<file path="config.mk">
export PLATFORM = sky130hd
export DESIGN_NAME = pio_irq_ctrl_flat
export DESIGN_NICKNAME = d
export VERILOG_FILES = /design/src/rtl/pio_irq_ctrl_if.sv /design/src/rtl/pio_irq_ctrl.sv /design/src/flat_wrapper.sv
export SDC_FILE = /design/constraint.sdc
export NUM_CORES = 1
export LEC_CHECK = 0
export CORE_ASPECT_RATIO = 0.7
export CORE_MARGIN = 8
export CORE_UTILIZATION = 41
export DETAILED_ROUTE_END_ITERATION = 16
export GPL_ROUTABILITY_DRIVEN = 0
export PLACE_DENSITY = 0.89
export SYNTH_ARGS = -nofsm -noshare
export SYNTH_HDL_FRONTEND = slang
export SYNTH_SLANG_ARGS = --single-unit
</file>
<file path="constraint.sdc">
create_clock -name clk -period 3.9 [get_ports clk]
set_clock_uncertainty 0.05 [all_clocks]
set_input_delay 1.17 -clock clk [delete_from_list [all_inputs] [get_ports clk]]
set_output_delay 1.17 -clock clk [all_outputs]
set_load 0.05 [all_outputs]
</file>
<file path="src/rtl/pio_irq_ctrl_if.sv">
// Bus bundle between the PIO state machines/host and the shared IRQ flag controller.
// The master drives strobes and enables; the slave returns flags, stalls and the host interrupt.
interface pio_irq_ctrl_if #(
   parameter int unsigned NSM   = 4,
   parameter int unsigned NFLAG = 8
);
   localparam int unsigned IdxW = $clog2(NFLAG);

   logic [NSM-1:0]       sm_restart;
   logic [NSM-1:0]       sm_en;
   logic [NSM*NFLAG-1:0] sm_set;
   logic [NSM*NFLAG-1:0] sm_clr;
   logic [NSM-1:0]       sm_wait_req;
   logic [NSM*IdxW-1:0]  sm_wait_idx;
   logic [NFLAG-1:0]     host_clr;
   logic [NFLAG-1:0]     host_force;
   logic [3:0]           irq_en;
   logic [NFLAG-1:0]     irq_flags;
   logic [NSM-1:0]       sm_stall;
   logic                 irq_out;

   modport master (
      output sm_restart, sm_en, sm_set, sm_clr, sm_wait_req, sm_wait_idx,
      output host_clr, host_force, irq_en,
      input  irq_flags, sm_stall, irq_out
   );

   modport slave (
      input  sm_restart, sm_en, sm_set, sm_clr, sm_wait_req, sm_wait_idx,
      input  host_clr, host_force, irq_en,
      output irq_flags, sm_stall, irq_out
   );
endinterface

</file>
<file path="src/rtl/pio_irq_ctrl.sv">
// Shared PIO IRQ flag register with per-machine "IRQ WAIT" sequencing.
// Set strobes win over clears; a waiting machine stalls until its flag reads clear.
module pio_irq_ctrl #(
   parameter int unsigned NSM   = 4,
   parameter int unsigned NFLAG = 8
) (
   input logic           clk,
   input logic           reset,
   pio_irq_ctrl_if.slave pio_io
);
   localparam int unsigned IdxW = $clog2(NFLAG);

   typedef enum logic [1:0] {StIdle, StArm, StWait} wait_st_e;

   logic [NFLAG-1:0] set_all, clr_all;
   logic [NFLAG-1:0] flags_d, flags_q;
   logic             irq_d, irq_q;
   logic [NSM-1:0]   stall_d, stall_q;
   logic [NSM-1:0]   busy;
   wait_st_e         st_d [NSM];
   wait_st_e         st_q [NSM];
   logic [IdxW-1:0]  widx_d [NSM];
   logic [IdxW-1:0]  widx_q [NSM];

   always_comb begin
      set_all = pio_io.host_force;
      clr_all = pio_io.host_clr;
      for (int unsigned m = 0; m < NSM; m++) begin
         if (pio_io.sm_en[m]) begin
            set_all = set_all | pio_io.sm_set[m*NFLAG +: NFLAG];
            clr_all = clr_all | pio_io.sm_clr[m*NFLAG +: NFLAG];
         end
      end
      flags_d = (flags_q & ~clr_all) | set_all;
      irq_d   = |(flags_d[3:0] & pio_io.irq_en);
   end

   // A flag re-set in the cycle it reads clear keeps the waiter stalled.
   always_comb begin
      for (int unsigned m = 0; m < NSM; m++) begin
         st_d[m]    = st_q[m];
         widx_d[m]  = widx_q[m];
         stall_d[m] = stall_q[m];
         busy[m]    = flags_q[widx_q[m]] | set_all[widx_q[m]];
         if (pio_io.sm_restart[m]) begin
            st_d[m]    = StIdle;
            stall_d[m] = 1'b0;
         end else begin
            case (st_q[m])
               StIdle: begin
                  if (pio_io.sm_wait_req[m] && pio_io.sm_en[m]) begin
                     widx_d[m]  = pio_io.sm_wait_idx[m*IdxW +: IdxW];
                     st_d[m]    = StArm;
                     stall_d[m] = 1'b1;
                  end
               end
               StArm, StWait: begin
                  if (!busy[m]) begin
                     st_d[m]    = StIdle;
                     stall_d[m] = 1'b0;
                  end else begin
                     st_d[m] = StWait;
                  end
               end
               default: begin
                  st_d[m]    = StIdle;
                  stall_d[m] = 1'b0;
               end
            endcase
         end
      end
   end

   always_ff @(posedge clk) begin
      if (reset) begin
         flags_q <= '0;
         irq_q   <= 1'b0;
         stall_q <= '0;
         for (int unsigned m = 0; m < NSM; m++) begin
            st_q[m]   <= StIdle;
            widx_q[m] <= '0;
         end
      end else begin
         flags_q <= flags_d;
         irq_q   <= irq_d;
         stall_q <= stall_d;
         for (int unsigned m = 0; m < NSM; m++) begin
            st_q[m]   <= st_d[m];
            widx_q[m] <= widx_d[m];
         end
      end
   end

   assign pio_io.irq_flags = flags_q;
   assign pio_io.sm_stall  = stall_q;
   assign pio_io.irq_out   = irq_q;

endmodule

</file>
<file path="src/flat_wrapper.sv">
// flat-port wrapper written by rule: the top's interface ports become plain ports
module pio_irq_ctrl_flat 
#(
   parameter int unsigned NSM   = 4,
   parameter int unsigned NFLAG = 8
)
  (clk, reset, pio_io_sm_restart, pio_io_sm_en, pio_io_sm_set, pio_io_sm_clr, pio_io_sm_wait_req, pio_io_sm_wait_idx, pio_io_host_clr, pio_io_host_force, pio_io_irq_en, pio_io_irq_flags, pio_io_sm_stall, pio_io_irq_out);
  pio_irq_ctrl_if #(.NSM(NSM), .NFLAG(NFLAG)) pio_io_i ();
  input logic clk;
  input logic reset;
  input wire logic [$bits(pio_io_i.sm_restart)-1:0] pio_io_sm_restart;
  input wire logic [$bits(pio_io_i.sm_en)-1:0] pio_io_sm_en;
  input wire logic [$bits(pio_io_i.sm_set)-1:0] pio_io_sm_set;
  input wire logic [$bits(pio_io_i.sm_clr)-1:0] pio_io_sm_clr;
  input wire logic [$bits(pio_io_i.sm_wait_req)-1:0] pio_io_sm_wait_req;
  input wire logic [$bits(pio_io_i.sm_wait_idx)-1:0] pio_io_sm_wait_idx;
  input wire logic [$bits(pio_io_i.host_clr)-1:0] pio_io_host_clr;
  input wire logic [$bits(pio_io_i.host_force)-1:0] pio_io_host_force;
  input wire logic [$bits(pio_io_i.irq_en)-1:0] pio_io_irq_en;
  output wire logic [$bits(pio_io_i.irq_flags)-1:0] pio_io_irq_flags;
  output wire logic [$bits(pio_io_i.sm_stall)-1:0] pio_io_sm_stall;
  output wire logic [$bits(pio_io_i.irq_out)-1:0] pio_io_irq_out;
  assign pio_io_i.sm_restart = pio_io_sm_restart;
  assign pio_io_i.sm_en = pio_io_sm_en;
  assign pio_io_i.sm_set = pio_io_sm_set;
  assign pio_io_i.sm_clr = pio_io_sm_clr;
  assign pio_io_i.sm_wait_req = pio_io_sm_wait_req;
  assign pio_io_i.sm_wait_idx = pio_io_sm_wait_idx;
  assign pio_io_i.host_clr = pio_io_host_clr;
  assign pio_io_i.host_force = pio_io_host_force;
  assign pio_io_i.irq_en = pio_io_irq_en;
  assign pio_io_irq_flags = pio_io_i.irq_flags;
  assign pio_io_sm_stall = pio_io_i.sm_stall;
  assign pio_io_irq_out = pio_io_i.irq_out;
  pio_irq_ctrl #(.NSM(NSM), .NFLAG(NFLAG)) u_core (.clk(clk), .reset(reset), .pio_io(pio_io_i));
endmodule
</file>
==> metrics, run 1 <==
initial antenna violation count=0; clock input transition at the sequential cells of the worst setup and hold paths=0.06 ns; area delta synth->final=65.8%; hold crit path type=register to register; Top-Level Pins=123; Yosys cell types=46; FF/Latch Area=661 um2; fin cells=460; cts repair resizes=0; Pins Over Slew Limit=0; clk sinks=33; CP max stage delay=0.66 ns; filler instances=434; Psw=0.262 mW; CTS Buf Count=5; PwrDens=260 nW/um2; data required time of the critical path=4.02 ns; Die Width=102 um; CP startpoint kind=input port; register bit total from synthesis=33; Post-synth EDFFs=0; H-Tree Depth=2; total track usage=0.208; Post-CTS Setup Bufs=0; via count=2,668; max_cap viols=0; total grt overflow=0; routed wire length=8.28 mm; vias per inst=5.80; Fmax achieved=309 MHz; Synthesized Nets=377; setup TNS=0 ns; Worst-Skew Late Latency=0.28 ns; crit path DAT=3.36 ns; Tmin final=3.23 ns; core area=5120 um2; Starting Density=0.415; Synth Area per Inst=8.10 um2; Longest Clk Path Bufs=2; crit path max fanout=11; Syn Inst Count=262; post-synthesis sequential area ratio=0.311; Die ar.=7770 um2; Routed Antenna Nets=0; unrepaired setup endpoints after global routing=no; Post-DP HPWL=6.93 mm; nets=503; Int Pwr=0.654 mW; fraction of registers with async set/reset=0; Clock power frac=0.281; IO buf count=122; WS Path Type=input port to register; vias in the first global route=2,784; static leakage=1.32 nW; number of DRC markers in iteration 0=277; Root Driver=clkbuf_8; critical path capture point type=register; share of cells above drive strength 1=0.0541; worst vdd ir=124 uV; Comb pwr share=0.316; status=finished clean; period utilization=0.829; die height=76.2 um; CP delay by family, top=compound AO/OA/AOI/OAI gates; Multi-input gate area=1330 um2; # hold bufs at CTS=0; Crit path buffers/inverters=1; area fraction of the dominant cell type after synthesis=0.311; final antenna diode count=0; synthesized area=2120 um2; Slew @ Worst Pin=0.731 ns; part of the power in registers=0.404; Final Util=0.688; std cell rows=22; DRT Pass-1 Iters=6; Avg WL per Cell=18.0 um; Slew HR=0.513; TritonCTS clock tree=done; CP Cell Sequence=clkdlybuf4s50_1 > a222oi_1 > nand2_1 > o32ai_1 > a221oi_1 > o221a_2; final setup fails=0; largest net degree at the start of global routing=29; crit path max-delay cell type=a222oi_1; top post-synthesis cells by area=dfxtp_1 (31%), a222oi_1 (7.5%), mux2i_1 (6.1%), nand2_1 (5.1%), nor2_1 (4.9%); switching portion of total power=0.286; total power draw=0.916 mW; Top FF cell, synth=dfxtp_1; Yosys warning count=0; Hold Fails Final Rpt=0; DRC violations left=0; flop2flop setup slack=2.08 ns; Synth area leader=dfxtp_1; first-pass GRT wire length=13.1 mm; Post-Place Cells=453
## metal layers
layer  part of all wire  GRT usage  wire (um)
met2               0.49      0.347       4050
met5                  0          0          0
met3               0.11     0.0785        870
met4              0.011     0.0438         87
met1               0.40      0.244       3270
## final timing paths
path,start,to,depth (start not counted)
setup / recovery,pio_io_sm_en[0],u_core.pio_io.sm_stall[0]$_SDFFE_PP0P_,6
hold / removal,u_core.st_q[1][0]$_SDFFE_PP0N_,u_core.st_q[1][0]$_SDFFE_PP0N_,2
setup reg to reg,u_core.pio_io.irq_flags[1]$_SDFF_PP0_,u_core.pio_io.sm_stall[1]$_SDFFE_PP0P_,5
hold reg to reg,u_core.st_q[1][0]$_SDFFE_PP0N_,u_core.st_q[1][0]$_SDFFE_PP0N_,2
## worst register-to-register path, delay by kind of cell, from the launching register on
kind	cells	cell delay (ns)
AO/OA/AOI/OAI	4	0.92
flip-flops	1	0.39
AND/OR/NAND/NOR	1	0.36
## power by group through the flow
| stage | sequential (mW) | combinational [mW] | clock [mW] |
|---|---|---|---|
| 3_5_place_dp | 0.377 | 0.288 | 0 |
| 3_3_place_gp | 0.376 | 0.283 | 0 |
| 5_1_grt | 0.372 | 0.310 | 0.279 |
| 6_report | 0.370 | 0.289 | 0.257 |
| 4_1_cts | 0.369 | 0.289 | 0.260 |
| 2_1_floorplan | 0.401 | 0.0976 | 0 |
## state kept, by name (all words and copies together), names as in the netlist
register and flops:
u_core.pio_io.sm_stall 4, u_core.pio_io.irq_flags 8, u_core.widx_q 12, u_core.pio_io.irq_out 1
u_core.st_q 8
## cell type report
cell class                      count  share of cell area
Tap cell                           72              0.0256
Clock buffer                        7              0.0245
Timing Repair Buffer              133               0.370
Sequential cell                    33               0.188
Multi-Input combinational cell    202               0.378
Inverter                           13              0.0139
## kinds of logic after synthesis
kind of cell,share of synthesized area
buffers and inverters,0.0619
AO/OA/AOI/OAI,0.266
AND/OR/NAND/NOR,0.270
flip-flops,0.311
multiplexers,0.0613
adder cells (fa/ha/maj),0.0295
## synth_stat cells (2+ instances only)
cell type  number
o221a_1         2
a21oi_1        17
nand3b_1        2
nand4_1         8
nand2_1        29
a2111oi_0       2
o211ai_1        2
nand4b_1       10
mux2i_1        13
and4b_1         2
and2_1          2
dfxtp_1        33
o32ai_1         2
a222oi_1       16
clkbuf_1        6
nor3b_1         3
nand2b_1        3
nor2b_1         4
buf_2           2
a211oi_1        8
a31oi_1         9
ha_1            5
inv_1          13
buf_6           2
o21ai_0         6
nor2_1         28
buf_1           2
nand3_1        13
## layout by cell type (no fill, tap or decap), types with 11 or more instances in the layout
master           Yosys  layout
a21oi_1             17      17
nand2_1             29      29
dfxtp_1             33      33
clkdlybuf4s50_1      0     122
buf_4                0      11
a222oi_1            16      16
mux2i_1             13      13
nand3_1             13      13
nor2_1              28      28
inv_1               13      13
## per-stage QoR
step	hold WS, ns	setup slack [ns]	cell area, um2
after floorplan	0.383	1.20	2120
after detailed placement	0.406	0.377	3430
final	0.412	0.666	3520
after global placement	0.393	0.466	3430
after global routing	0.426	0.403	3520
after CTS	0.415	0.705	3520
Power figures use the tool's default switching activity.
==> run 2: changes to the inputs <==
--- a/config.mk
+++ b/config.mk
@@ -7,10 +7,10 @@
 export LEC_CHECK = 0
 export CORE_ASPECT_RATIO = 0.7
 export CORE_MARGIN = 8
-export CORE_UTILIZATION = 41
+export CORE_UTILIZATION = 35
 export DETAILED_ROUTE_END_ITERATION = 16
 export GPL_ROUTABILITY_DRIVEN = 0
-export PLACE_DENSITY = 0.89
+export PLACE_DENSITY = 0.81
 export SYNTH_ARGS = -nofsm -noshare
 export SYNTH_HDL_FRONTEND = slang
 export SYNTH_SLANG_ARGS = --single-unit
==> constraint.sdc (replaced) <==
create_clock -name clk -period 2.6 [get_ports clk]
set_clock_uncertainty 0.05 [all_clocks]
set_input_delay 0.78 -clock clk [delete_from_list [all_inputs] [get_ports clk]]
set_output_delay 0.78 -clock clk [all_outputs]
set_load 0.05 [all_outputs]
==> metrics, run 2 (same netlist as run 1, synthesis figures left out) <==
status=finished clean; max FFs per register=12; part of the power in registers=0.339; area delta synth->final=80.5%; total grt overflow=0; Post-Place Cells=481; fin cells=489; share of cells above drive strength 1=0.133; routed wire length=8.89 mm; Root Driver=clkbuf_8; filler instances=467; number of DRC markers in iteration 0=263; via count=2,801; WL met1=3.70 mm; TritonCTS clock tree=done; Slew HR=0.623; most common cell after layout, fill and taps aside=clkdlybuf4s50_1; vias in the first global route=2,867; register name with the most flops=u_core.widx_q; highest metal used=met4; Longest Clk Path Bufs=2; CTS Buf Count=5; DRT Pass-1 Iters=5; nets=528; PwrDens=425 nW/um2; first-pass GRT wire length=13.8 mm; Final Util=0.663; Tmin final=2.56 ns; most frequent cells in the layout=clkdlybuf4s50_1 (120), buf_4 (35), dfxtp_1 (33), nand2_1 (28), nor2_1 (28); Die Width=109 um; Top-Level Pins=123; initial antenna violation count=0; critical path capture point type=register; clock input transition at the sequential cells of the worst setup and hold paths=0.07 ns; Pins Over Slew Limit=0; Comb pwr share=0.301; WHS=0.411 ns; FF/Latch Area=661 um2; total track usage=0.194; Psw=0.441 mW; met2 routed WL=4.23 mm; largest net degree at the start of global routing=19; period utilization=0.983; WS Path Type=input port to register; die height=81.2 um; final antenna diode count=0; total power draw=1.63 mW; core area=5780 um2; vias per inst=5.73; max_cap viols=0; DRC violations left=0; static leakage=1.49 nW; Hold Fails Final Rpt=0; IO buf count=122; Post-DP HPWL=7.21 mm; Starting Density=0.367; data required time of the critical path=2.74 ns; switching portion of total power=0.271; Fmax achieved=391 MHz; crit path DAT=2.70 ns; Routed Antenna Nets=0; crit path max fanout=11; Clock power frac=0.360; std cell rows=23; Post-CTS Setup Bufs=0; Int Pwr=1.19 mW; hold crit path type=register to register; Die ar.=8850 um2; final setup fails=0; Slew @ Worst Pin=0.562 ns; metal3 WL=850 um; CP startpoint kind=input port; Multi-input gate area=1390 um2; H-Tree Depth=2; clk sinks=33; Avg WL per Cell=18.2 um; Worst-Skew Late Latency=0.30 ns; worst vdd ir=275 uV
run 2: worst max-delay path: stages:
cell,delay (ns)
clkdlybuf4s50_1,0.39
buf_4,0.18
a222oi_1,0.37
buf_4,0.21
nand2_1,0.12
o311ai_4,0.27
a221oi_2,0.09
o221a_2,0.28
run 2: layout make-up:
class,count,area share
clock inverter,3,0.0170
sequential,33,0.172
multi-input combinational,202,0.364
clock buffer,5,0.0180
tap,75,0.0245
timing repair buffer,158,0.392
inverter,13,0.0127
run 2: timing repair:
item	4_1_cts	5_1_grt
pin swaps	0	2
endpoints found under the setup margin	2	3
hold buffers	0	0
gates resized for setup	3	9
run 2: per-layer routing:
layer / vias up / track usage
li1: 1319 / -
met3: 13 / 0.0648
met5: - / 0
met2: 142 / 0.335
met4: 0 / 0.0463
met1: 1327 / 0.228
run 2: metrics by stage:
stage | area [um2] | setup TNS (ns) | setup WS, ns
final | 3830 | 0 | 0.0432
after global routing | 3830 | -0.0117 | -0.0117
after CTS | 3780 | 0 | 0.00764
after detailed placement | 3640 | -2.53 | -0.431
after global placement | 3640 | -1.91 | -0.308
after floorplan | 2120 | 0 | 0.295
run 2: power by group through the flow:
stage	registers, mW	logic, mW	clock network (mW)
global placement	0.562	0.466	0
global route	0.555	0.519	0.617
finish	0.553	0.489	0.586
detailed placement	0.562	0.477	0
CTS	0.551	0.479	0.592
floorplan	0.602	0.146	0
run 2: final timing paths:
check / from / end / slack, ns / cells after the start
setup / recovery: pio_io_sm_en[1] / u_core.pio_io.sm_stall[0]$_SDFFE_PP0P_ / 0.04 / 8
hold / removal: u_core.st_q[3][0]$_SDFFE_PP0N_ / u_core.st_q[3][0]$_SDFFE_PP0N_ / 0.41 / 2
setup reg to reg: u_core.pio_io.irq_flags[1]$_SDFF_PP0_ / u_core.pio_io.sm_stall[1]$_SDFFE_PP0P_ / 0.73 / 6
hold reg to reg: u_core.st_q[3][0]$_SDFFE_PP0N_ / u_core.st_q[3][0]$_SDFFE_PP0N_ / 0.41 / 2
==> run 3: changes to the inputs <==
--- a/config.mk
+++ b/config.mk
@@ -5,9 +5,11 @@
 export SDC_FILE = /design/constraint.sdc
 export NUM_CORES = 1
 export LEC_CHECK = 0
+export CELL_PAD_IN_SITES_DETAIL_PLACEMENT = 1
+export CELL_PAD_IN_SITES_GLOBAL_PLACEMENT = 1
 export CORE_ASPECT_RATIO = 0.7
 export CORE_MARGIN = 8
-export CORE_UTILIZATION = 35
+export CORE_UTILIZATION = 24
 export DETAILED_ROUTE_END_ITERATION = 16
 export GPL_ROUTABILITY_DRIVEN = 0
 export PLACE_DENSITY = 0.81
==> metrics, run 3 (same netlist as run 1, synthesis figures left out) <==
max_cap viols=0; worst r2r path cells=6; worst r2r dst=u_core.pio_io.sm_stall[1]$_SDFFE_PP0P_; largest net degree at the start of global routing=28; share of cells above drive strength 1=0.140; most common cell after layout, fill and taps aside=clkdlybuf4s50_1; Starting Density=0.249; # hold bufs at CTS=0; nets=528; Routed Antenna Nets=0; vias in the first global route=3,041; via count=2,775; crit path max fanout=11; area delta synth->final=84.8%; Slew HR=0.650; max FFs per register=12; flop2flop setup slack=0.78 ns; clk sinks=33; Slew @ Worst Pin=0.523 ns; final setup fails=0; core area=8510 um2; CTS Buf Count=5; filler instances=1,013; Pins Over Slew Limit=0; status=finished clean; Hold EP=u_core.st_q[3][0]$_SDFFE_PP0N_; register name with the most flops=u_core.widx_q; Multi-input gate area=1400 um2; worst vdd ir=250 uV; initial antenna violation count=0; H-Tree Depth=2; DRT Pass-1 Iters=6; CP startpoint kind=input port; Longest Clk Path Bufs=2; FF/Latch Area=661 um2; final antenna diode count=0; clock input transition at the sequential cells of the worst setup and hold paths=0.05 ns; Final Util=0.461; critical path capture point type=register; worst r2r src=u_core.pio_io.irq_flags[0]$_SDFF_PP0_; Hold Path Depth=2; Top-Level Pins=123; Hold Fails Final Rpt=0; data required time of the critical path=2.74 ns; Post-DP HPWL=8.28 mm; Worst-Skew Late Latency=0.28 ns; PwrDens=427 nW/um2; Avg WL per Cell=19.4 um; vias per inst=5.20; DRC violations left=0; Fmax achieved=392 MHz; area post-placement=3690 um2; Die ar.=12,200 um2; Die Width=128 um; std cell rows=28; routed wire length=10.4 mm; Post-CTS Setup Bufs=0; WHS=0.416 ns; crit path DAT=2.69 ns; hold crit path type=register to register; total grt overflow=0; die height=94.7 um; total track usage=0.166; design area=3920 um2; TritonCTS clock tree=done; Tmin final=2.55 ns; first-pass GRT wire length=16.1 mm; Min-Delay Startpoint=u_core.st_q[3][0]$_SDFFE_PP0N_; period utilization=0.980; static leakage=1.50 nW; number of DRC markers in iteration 0=178; WS Path Type=input port to register; most frequent cells in the layout=clkdlybuf4s50_1 (120), buf_4 (34), dfxtp_1 (33), nand2_1 (28), nor2_1 (28); Root Driver=clkbuf_16; IO buf count=122
==> run 3: how the worst max path moves through the flow <==
stage | depth (start not counted) | end | slack, ns | startpoint
after floorplan | 8 | u_core.st_q[3][1]$_SDFFE_PP0N_ | 0.29 | pio_io_sm_en[1]
after CTS | 8 | u_core.pio_io.sm_stall[0]$_SDFFE_PP0P_ | 0.02 | pio_io_sm_en[1]
after global placement | 7 | u_core.pio_io.sm_stall[2]$_SDFFE_PP0P_ | -0.36 | pio_io_sm_en[0]
after detailed placement | 8 | u_core.pio_io.sm_stall[1]$_SDFFE_PP0P_ | -0.41 | pio_io_sm_en[0]
final | 8 | u_core.pio_io.sm_stall[3]$_SDFFE_PP0P_ | 0.05 | pio_io_sm_en[1]
after global routing | 8 | u_core.pio_io.sm_stall[0]$_SDFFE_PP0P_ | -0.02 | pio_io_sm_en[1]
==> run 3: final cells by class <==
cell class                      instances  share of cell area
Multi-Input combinational cell        202               0.357
Clock buffer                            7              0.0389
Timing Repair Buffer                  158               0.384
Clock inverter                          1             0.00128
Tap cell                              120              0.0383
Inverter                               13              0.0124
Sequential cell                        33               0.168
==> run 3: through the flow <==
step | instances | power (mW) | setup WS [ns] | TNS, ns
floorplan | 262 | 0.748 | 0.295 | 0
global placement | 526 | 1.04 | -0.358 | -2.27
detailed placement | 526 | 1.05 | -0.410 | -2.68
CTS | 534 | 1.67 | 0.0217 | 0
global route | 534 | 1.75 | -0.0223 | -0.0259
finish | 534 | 1.67 | 0.0513 | 0
==> run 3: per-layer routing <==
metal  global-route usage  wire length, um  share of wire  vias up
met5                    0                0              0        -
met4               0.0207               32         0.0031        0
met3               0.0580              806          0.078        8
met2                0.291             5090           0.49       96
met1                0.196             4450           0.43     1349
li1                     -                -              -     1322
==> run 3: critical path: stages <==
cell             delay [ns]
clkdlybuf4s50_1        0.42
buf_6                  0.16
a222oi_1               0.28
buf_4                  0.18
nand2_2                0.10
o41ai_4                0.40
o22ai_2                0.15
a221oi_2               0.22
==> run 3: what timing repair did <==
| action | 4_1_cts | 5_1_grt |
|---|---|---|
| setup endpoints to repair | 7 | 7 |
| resized for setup | 6 | 10 |
| pin swaps | 0 | 8 |
==> run 3: power by group <==
part / switching (mW) / internal [mW]
clock network: 0.216 / 0.405
logic: 0.217 / 0.279
registers: 0.0286 / 0.529
total: 0.462 / 1.21
==> RTL change 1: new RTL, settings of run 3 <==
Make the reset (`reset`) asynchronous in one clocked block.
--- a/src/rtl/pio_irq_ctrl.sv
+++ b/src/rtl/pio_irq_ctrl.sv
@@ -71,7 +71,7 @@
       end
    end
 
-   always_ff @(posedge clk) begin
+   always_ff @(posedge clk or posedge reset) begin
       if (reset) begin
          flags_q <= '0;
          irq_q   <= 1'b0;
Check against the original RTL: differs if reset is asserted again (counterexample within 4 cycles, from zero or initial values and one cycle with reset high); with reset held inactive, the same outputs for 10 cycles.
==> RTL change 1 against run 3 <==
Register-to-register slack worse by 90 ps; power is 46% higher; sequential cell count stayed put; setup slack better by 31 ps; synthesized area is 8.7% higher; final area is 5.2% higher; wire length is 1.8% higher; critical path type is now flip-flop to primary output; critical endpoint is now pio_io_irq_flags[5].
==> RTL change 1: results (changes against run 3) <==
| Metric | Value |
|---|---|
| Clk_lat worst skew | `280 ps (about the same)` |
| Slowest cell delay on critical path | `900 ps (+480 ps)` |
| Ant. Diodes | `0 (unchanged)` |
| Leak pwr | `1.720 nW (+15%)` |
| Global-route wire length before repair | `16090 um (unchanged)` |
| Largest net degree at the start of global routing | `34 (+21%)` |
| Sequential fraction of the synthesis area | `0.3577 (+0.04659)` |
| Final non-filler cell total | `520 (-2.6%)` |
| Peak VDD IR | `229.5 uV (-8.3%)` |
| CP top delay family | `buffers and inverters` |
| Worst hold stages | `2 (unchanged)` |
| Slew Limit Fails | `0 (unchanged)` |
| Avg Inst Size Synth | `9.823 um2 (+21%)` |
| Total CTS buffers | `5 (unchanged)` |
| Placed cell count | `508 (-3.4%)` |
| Layout cells sized above 1 | `0.1990 (+0.05888)` |
| Via density per instance | `5.238 (+0.80%)` |
| CTS root buf | `clkbuf_16` |
| CP max-delay cell | `clkdlybuf4s50_1` |
| Hold crit path type | `flip-flop to flip-flop` |
| HP Start | `u_core.st_q[1]$_DFFE_PP0P_` |
| Worst reg2reg path startpoint | `u_core.widx_q[7]$_DFFE_PP0P_` |
| Number of flip-flops in the largest register | `12 (unchanged)` |
| WL final | `10570 um (+1.8%)` |
| First drt pass iteration count | `7 (+1)` |
| Status | `finished clean` |
| Reg2Reg Capture Point | `u_core.pio_io.sm_stall[1]$_DFFE_PP0P_` |
| WP data arrival | `1690 ps (-1000 ps)` |
| Tightest Pin Transition | `692.7 ps (+169.6 ps)` |
| Gr usage total | `0.1552 (-0.01038)` |
| Fillers | `1081 (+6.7%)` |
| Vias in the first global route | `2973 (-2.2%)` |
| H-tree levels | `2 (unchanged)` |
| Library cells used by synthesis | `41 (-11%)` |
| Async set-reset flop share out of synthesis | `1.000 (+1.000)` |
| Worst r2r path cells | `3 (-3)` |
| Commonest cells post-synth | `dfrtp_1, nand4b_1, nand2_1` |
| Yosys synthesis warning count | `0 (unchanged)` |
| Top cells by area, synth | `dfrtp_1, nand4b_1, a222oi_1` |
| Mapped Nets | `353 (-6.4%)` |
| Flop2flop setup slack | `690 ps (-90 ps)` |
| Initial antenna violation count | `0 (unchanged)` |
| WHS Endpoint | `u_core.st_q[1]$_DFFE_PP0P_` |
| DP HPWL | `8689 um (+4.9%)` |
| Crit Path Max Fanout | `6 (-5)` |
| Ys flop type | `dfrtp_1` |
| Max Root-Sink Buffers | `2 (unchanged)` |
| Top reg by flops | `u_core.widx_q` |
| Worst-path clk slew | `60 ps` |
| Pint | `0.001616 W (+33%)` |
| Port-buffer cells | `122 (unchanged)` |
| Drt initial violations | `130 (-27%)` |
==> RTL change 1: stage by stage <==
step / hold WS, ps / power, W / setup slack (ps) / area [um2] / setup TNS (ps)
global route: 511.5 / 0.002556 / -1.616 / 4129 / -1.616
finish: 481.6 / 0.002438 / 82.60 / 4129 / 0
detailed placement: 467.8 / 0.001728 / -633.9 / 3882 / -4639
CTS: 481.3 / 0.002443 / 31.51 / 4061 / 0
floorplan: 424.7 / 0.001298 / 220.1 / 2308 / 0
global placement: 445.7 / 0.001682 / -417.4 / 3882 / -2834
==> RTL change 1: per-layer routing <==
metal / global-route usage / vias up / wire, um
met5: 0 / - / 0
met4: 0.03181 / 0 / 104
met3: 0.06923 / 14 / 1098
met2: 0.2427 / 124 / 4580
met1: 0.1934 / 1332 / 4789
li1: - / 1254 / -
==> RTL change 1: worst max path at each step <==
| stage | startpoint | endpoint | slack, ps | cells past startpoint |
|---|---|---|---|---|
| after CTS | pio_io_sm_set[5] | u_core.pio_io.sm_stall[1]$_DFFE_PP0P_ | 30 | 6 |
| final | u_core.pio_io.irq_flags[5]$_DFF_PP0_ | pio_io_irq_flags[5] | 80 | 1 |
| after global placement | pio_io_sm_en[3] | u_core.pio_io.sm_stall[1]$_DFFE_PP0P_ | -420 | 8 |
| after floorplan | pio_io_sm_en[3] | u_core.pio_io.sm_stall[0]$_DFFE_PP0P_ | 220 | 6 |
| after global routing | pio_io_sm_set[22] | u_core.pio_io.sm_stall[1]$_DFFE_PP0P_ | -2 | 6 |
| after detailed placement | pio_io_sm_en[3] | u_core.pio_io.sm_stall[1]$_DFFE_PP0P_ | -630 | 8 |
==> RTL change 1: power by group through the flow <==
stage	Clock, W	Sequential [W]	Combinational, W
3_3_place_gp	0	0.000839	0.000843
5_1_grt	0.000729	0.000873	0.000955
2_1_floorplan	0	0.000834	0.000464
4_1_cts	0.000715	0.000846	0.000881
3_5_place_dp	0	0.000854	0.000874
6_report	0.000703	0.000852	0.000883
==> RTL change 1: cell families after synthesis <==
group           after synthesis  share of synthesized area
compound gates               66                     0.2168
fa+ha+maj                     8                    0.04336
buf+inv                      22                    0.04553
flops                        33                     0.3577
mux                          16                    0.09756
simple gates                 90                     0.2390
==> RTL change 1: timing repair <==
action / CTS / global route
setup endpoints to repair: 9 / 4
gates resized for setup: 5 / 27
pin swaps: 3 / 12
buffers inserted: 1 / 3
==> RTL change 1: cell type report <==
type                            instances  share of cell area
Timing Repair Buffer                  161              0.3718
Multi-Input combinational cell        180              0.3385
Clock inverter                          1            0.007273
Inverter                               10            0.009091
Clock buffer                            7             0.03455
Tap cell                              128             0.03879
Sequential cell                        33              0.2000
==> RTL change 2: new RTL, flow settings as in run 3 <==
Made on the original files. `NSM` is set to 4 in 3 places; all go to 8.
--- a/src/rtl/pio_irq_ctrl_if.sv
+++ b/src/rtl/pio_irq_ctrl_if.sv
@@ -1,7 +1,7 @@
 // Bus bundle between the PIO state machines/host and the shared IRQ flag controller.
 // The master drives strobes and enables; the slave returns flags, stalls and the host interrupt.
 interface pio_irq_ctrl_if #(
-   parameter int unsigned NSM   = 4,
+   parameter int unsigned NSM   = 8,
    parameter int unsigned NFLAG = 8
 );
    localparam int unsigned IdxW = $clog2(NFLAG);
--- a/src/rtl/pio_irq_ctrl.sv
+++ b/src/rtl/pio_irq_ctrl.sv
@@ -1,7 +1,7 @@
 // Shared PIO IRQ flag register with per-machine "IRQ WAIT" sequencing.
 // Set strobes win over clears; a waiting machine stalls until its flag reads clear.
 module pio_irq_ctrl #(
-   parameter int unsigned NSM   = 4,
+   parameter int unsigned NSM   = 8,
    parameter int unsigned NFLAG = 8
 ) (
    input logic           clk,
--- a/src/flat_wrapper.sv
+++ b/src/flat_wrapper.sv
@@ -1,7 +1,7 @@
 // flat-port wrapper written by rule: the top's interface ports become plain ports
 module pio_irq_ctrl_flat 
 #(
-   parameter int unsigned NSM   = 4,
+   parameter int unsigned NSM   = 8,
    parameter int unsigned NFLAG = 8
 )
   (clk, reset, pio_io_sm_restart, pio_io_sm_en, pio_io_sm_set, pio_io_sm_clr, pio_io_sm_wait_req, pio_io_sm_wait_idx, pio_io_host_clr, pio_io_host_force, pio_io_irq_en, pio_io_irq_flags, pio_io_sm_stall, pio_io_irq_out);
Ports: changed (7 resized); port bits go from 123 to 215. No check against the original RTL was run, so the function may have changed too.
==> RTL change 2 against run 3 <==
The run now ends with negative setup slack left; power increased by 87%; sequential cell count increased by 24; wire length increased by 100%; synthesized area increased by 86%; setup slack got worse by 84 ps; final area increased by 86%; final cell count increased by 86%; critical path type unchanged; largest cell class unchanged; highest routed layer unchanged.
==> RTL change 2: results (changes against run 3) <==
| Metric | Value |
|---|---|
| Failing checks | `negative setup slack` |
| Met1 Wirelength | `9020 um (+100%)` |
| CTS root buf | `clkbuf_16` |
| Top cells by area, synth | `dfxtp_1, mux2i_1, a22oi_1` |
| DP HPWL | `16700 um (+100%)` |
| Final non-filler cell total | `991 (+86%)` |
| Fin Setup TNS | `-32.37 ps (-32.37 ps)` |
| Wire per inst | `21.23 um (+9.2%)` |
| Avg Inst Size Synth | `7.748 um2 (-4.4%)` |
| Leak pwr | `2.988 nW (+99%)` |
| Max Root-Sink Buffers | `2 (unchanged)` |
| Async set-reset flop share out of synthesis | `0 (unchanged)` |
| Port-buffer cells | `214 (+75%)` |
| Crit Path Max Fanout | `12 (+1)` |
| DR WL met2 | `10170 um (+100%)` |
| Mux cell area share after synthesis | `0.08122 (+0.01993)` |
| Worst r2r path cells | `6 (unchanged)` |
| Slew headroom | `0.6198 (-0.03036)` |
| Clk_lat worst skew | `330 ps (+50 ps)` |
| Setup slack after layout | `-32.37 ps (-83.67 ps)` |
| Largest net degree at the start of global routing | `18 (-36%)` |
| Total CTS buffers | `9 (+4)` |
| Complex-gate fraction of the synthesized area | `0.2560 (-0.009735)` |
| Worst hold stages | `2 (unchanged)` |
| Ys flop type | `dfxtp_1` |
| H-tree levels | `3 (+1)` |
| Yosys synthesis warning count | `0 (unchanged)` |
| Biggest regs | `u_core.widx_q x24, u_core.st_q x16` |
| Vias in the first global route | `5322 (+75%)` |
| Initial antenna violation count | `0 (unchanged)` |
| Library cells used by synthesis | `52 (+13%)` |
| XOR/XNOR Fraction of Synth Area | `0 (unchanged)` |
| First drt pass iteration count | `6 (unchanged)` |
| Gr usage total | `0.1930 (+0.02736)` |
| Setup-failing EPs final | `1 (+1)` |
| Mapped Nets | `716 (+90%)` |
| Drt initial violations | `246 (+38%)` |
| Peak VDD IR | `283.6 uV (+13%)` |
| Layout cells sized above 1 | `0.1919 (+0.05181)` |
| Global-route wire length before repair | `30950 um (+92%)` |
| CP max-delay cell | `or3_4` |
| Met3 wire len | `1348 um (+67%)` |
| Hold crit path type | `flip-flop to flip-flop` |
| CP top delay family | `compound AO/OA/AOI/OAI gates` |
| Commonest cells post-synth | `dfxtp_1, nor2_1, nand2_1` |
| Sequential fraction of the synthesis area | `0.2893 (-0.02180)` |
| Synth Area in Adders | `0.02855 (-0.0009105)` |
| Ant. Diodes | `0 (unchanged)` |
| Status | `finished, violations left` |
| Worst-path clk slew | `50 ps (about the same)` |
| Detailed-route via count | `5091 (+83%)` |
| Uppermost layer routed | `met4` |
| WP data arrival | `2810 ps (+120 ps)` |
| Final net count | `968 (+83%)` |
[RTL change 2: cells by family after synthesis]
group,after synthesis
AND/OR/NAND/NOR,206
AO/OA/AOI/OAI,132
buffers and inverters,73
flip-flops,57
multiplexers,32
adder cells (fa/ha/maj),9
[RTL change 2: path summary, 6_finish.rpt]
kind,startpoint,end,slack [ps]
max,pio_io_sm_en[1],u_core.pio_io.sm_stall[5]$_SDFFE_PP0P_,-30
min,u_core.st_q[1][2]$_SDFFE_PP0N_,u_core.st_q[1][2]$_SDFFE_PP0N_,420
max reg2reg,u_core.widx_q[5][2]$_SDFFE_PP0P_,u_core.pio_io.sm_stall[5]$_SDFFE_PP0P_,570
min reg2reg,u_core.st_q[1][2]$_SDFFE_PP0N_,u_core.st_q[1][2]$_SDFFE_PP0N_,420
[RTL change 2: metrics by stage]
stage               setup slack (ps)  hold WS [ps]  utilization  instance area (um2)  total power [W]
finish                        -32.37         416.5       0.4503                 7296         0.003133
floorplan                     -20.97         382.7            -                 3946         0.001247
global placement              -784.7         397.7       0.4102                 6645         0.001728
CTS                            6.971         415.4       0.4413                 7149         0.003138
global route                  -96.64         450.7       0.4503                 7296         0.003272
detailed placement            -787.0         405.7       0.4102                 6645         0.001740
[RTL change 2: timing repair]
item                       in CTS  in global routing
gates resized for setup        40                 48
pin swaps                      19                 32
buffers inserted                4                  6
setup endpoints to repair      19                 17
[RTL change 2: final cells by class]
cell class              instances  area [um2]
well taps                     225       281.5
clock inverters                 6       105.1
inverters                      28       105.1
flip-flops and latches         57        1141
repair buffers                286        2725
clock buffers                  10       239.0
fillers                      1915        8905
multi-input cells             379        2699
[RTL change 2: tightest hold or removal path, stage by stage, from the launching register on]
cell and delay, ps:
dfxtp_1 300, inv_1 70, a21oi_1 60
[RTL change 2: report_power, final]
group | switching (W) | internal [W]
clock | 0.000412 | 0.000955
combinational | 0.000338 | 0.000474
sequential | 0.0000455 | 0.000907
total | 0.000796 | 0.00234
[RTL change 2: metal layers]
metal  up-vias  track usage
met5         -            0
met4         0      0.05455
met3        37      0.04976
met2       194       0.3386
li1       2396            -
met1      2464       0.2316
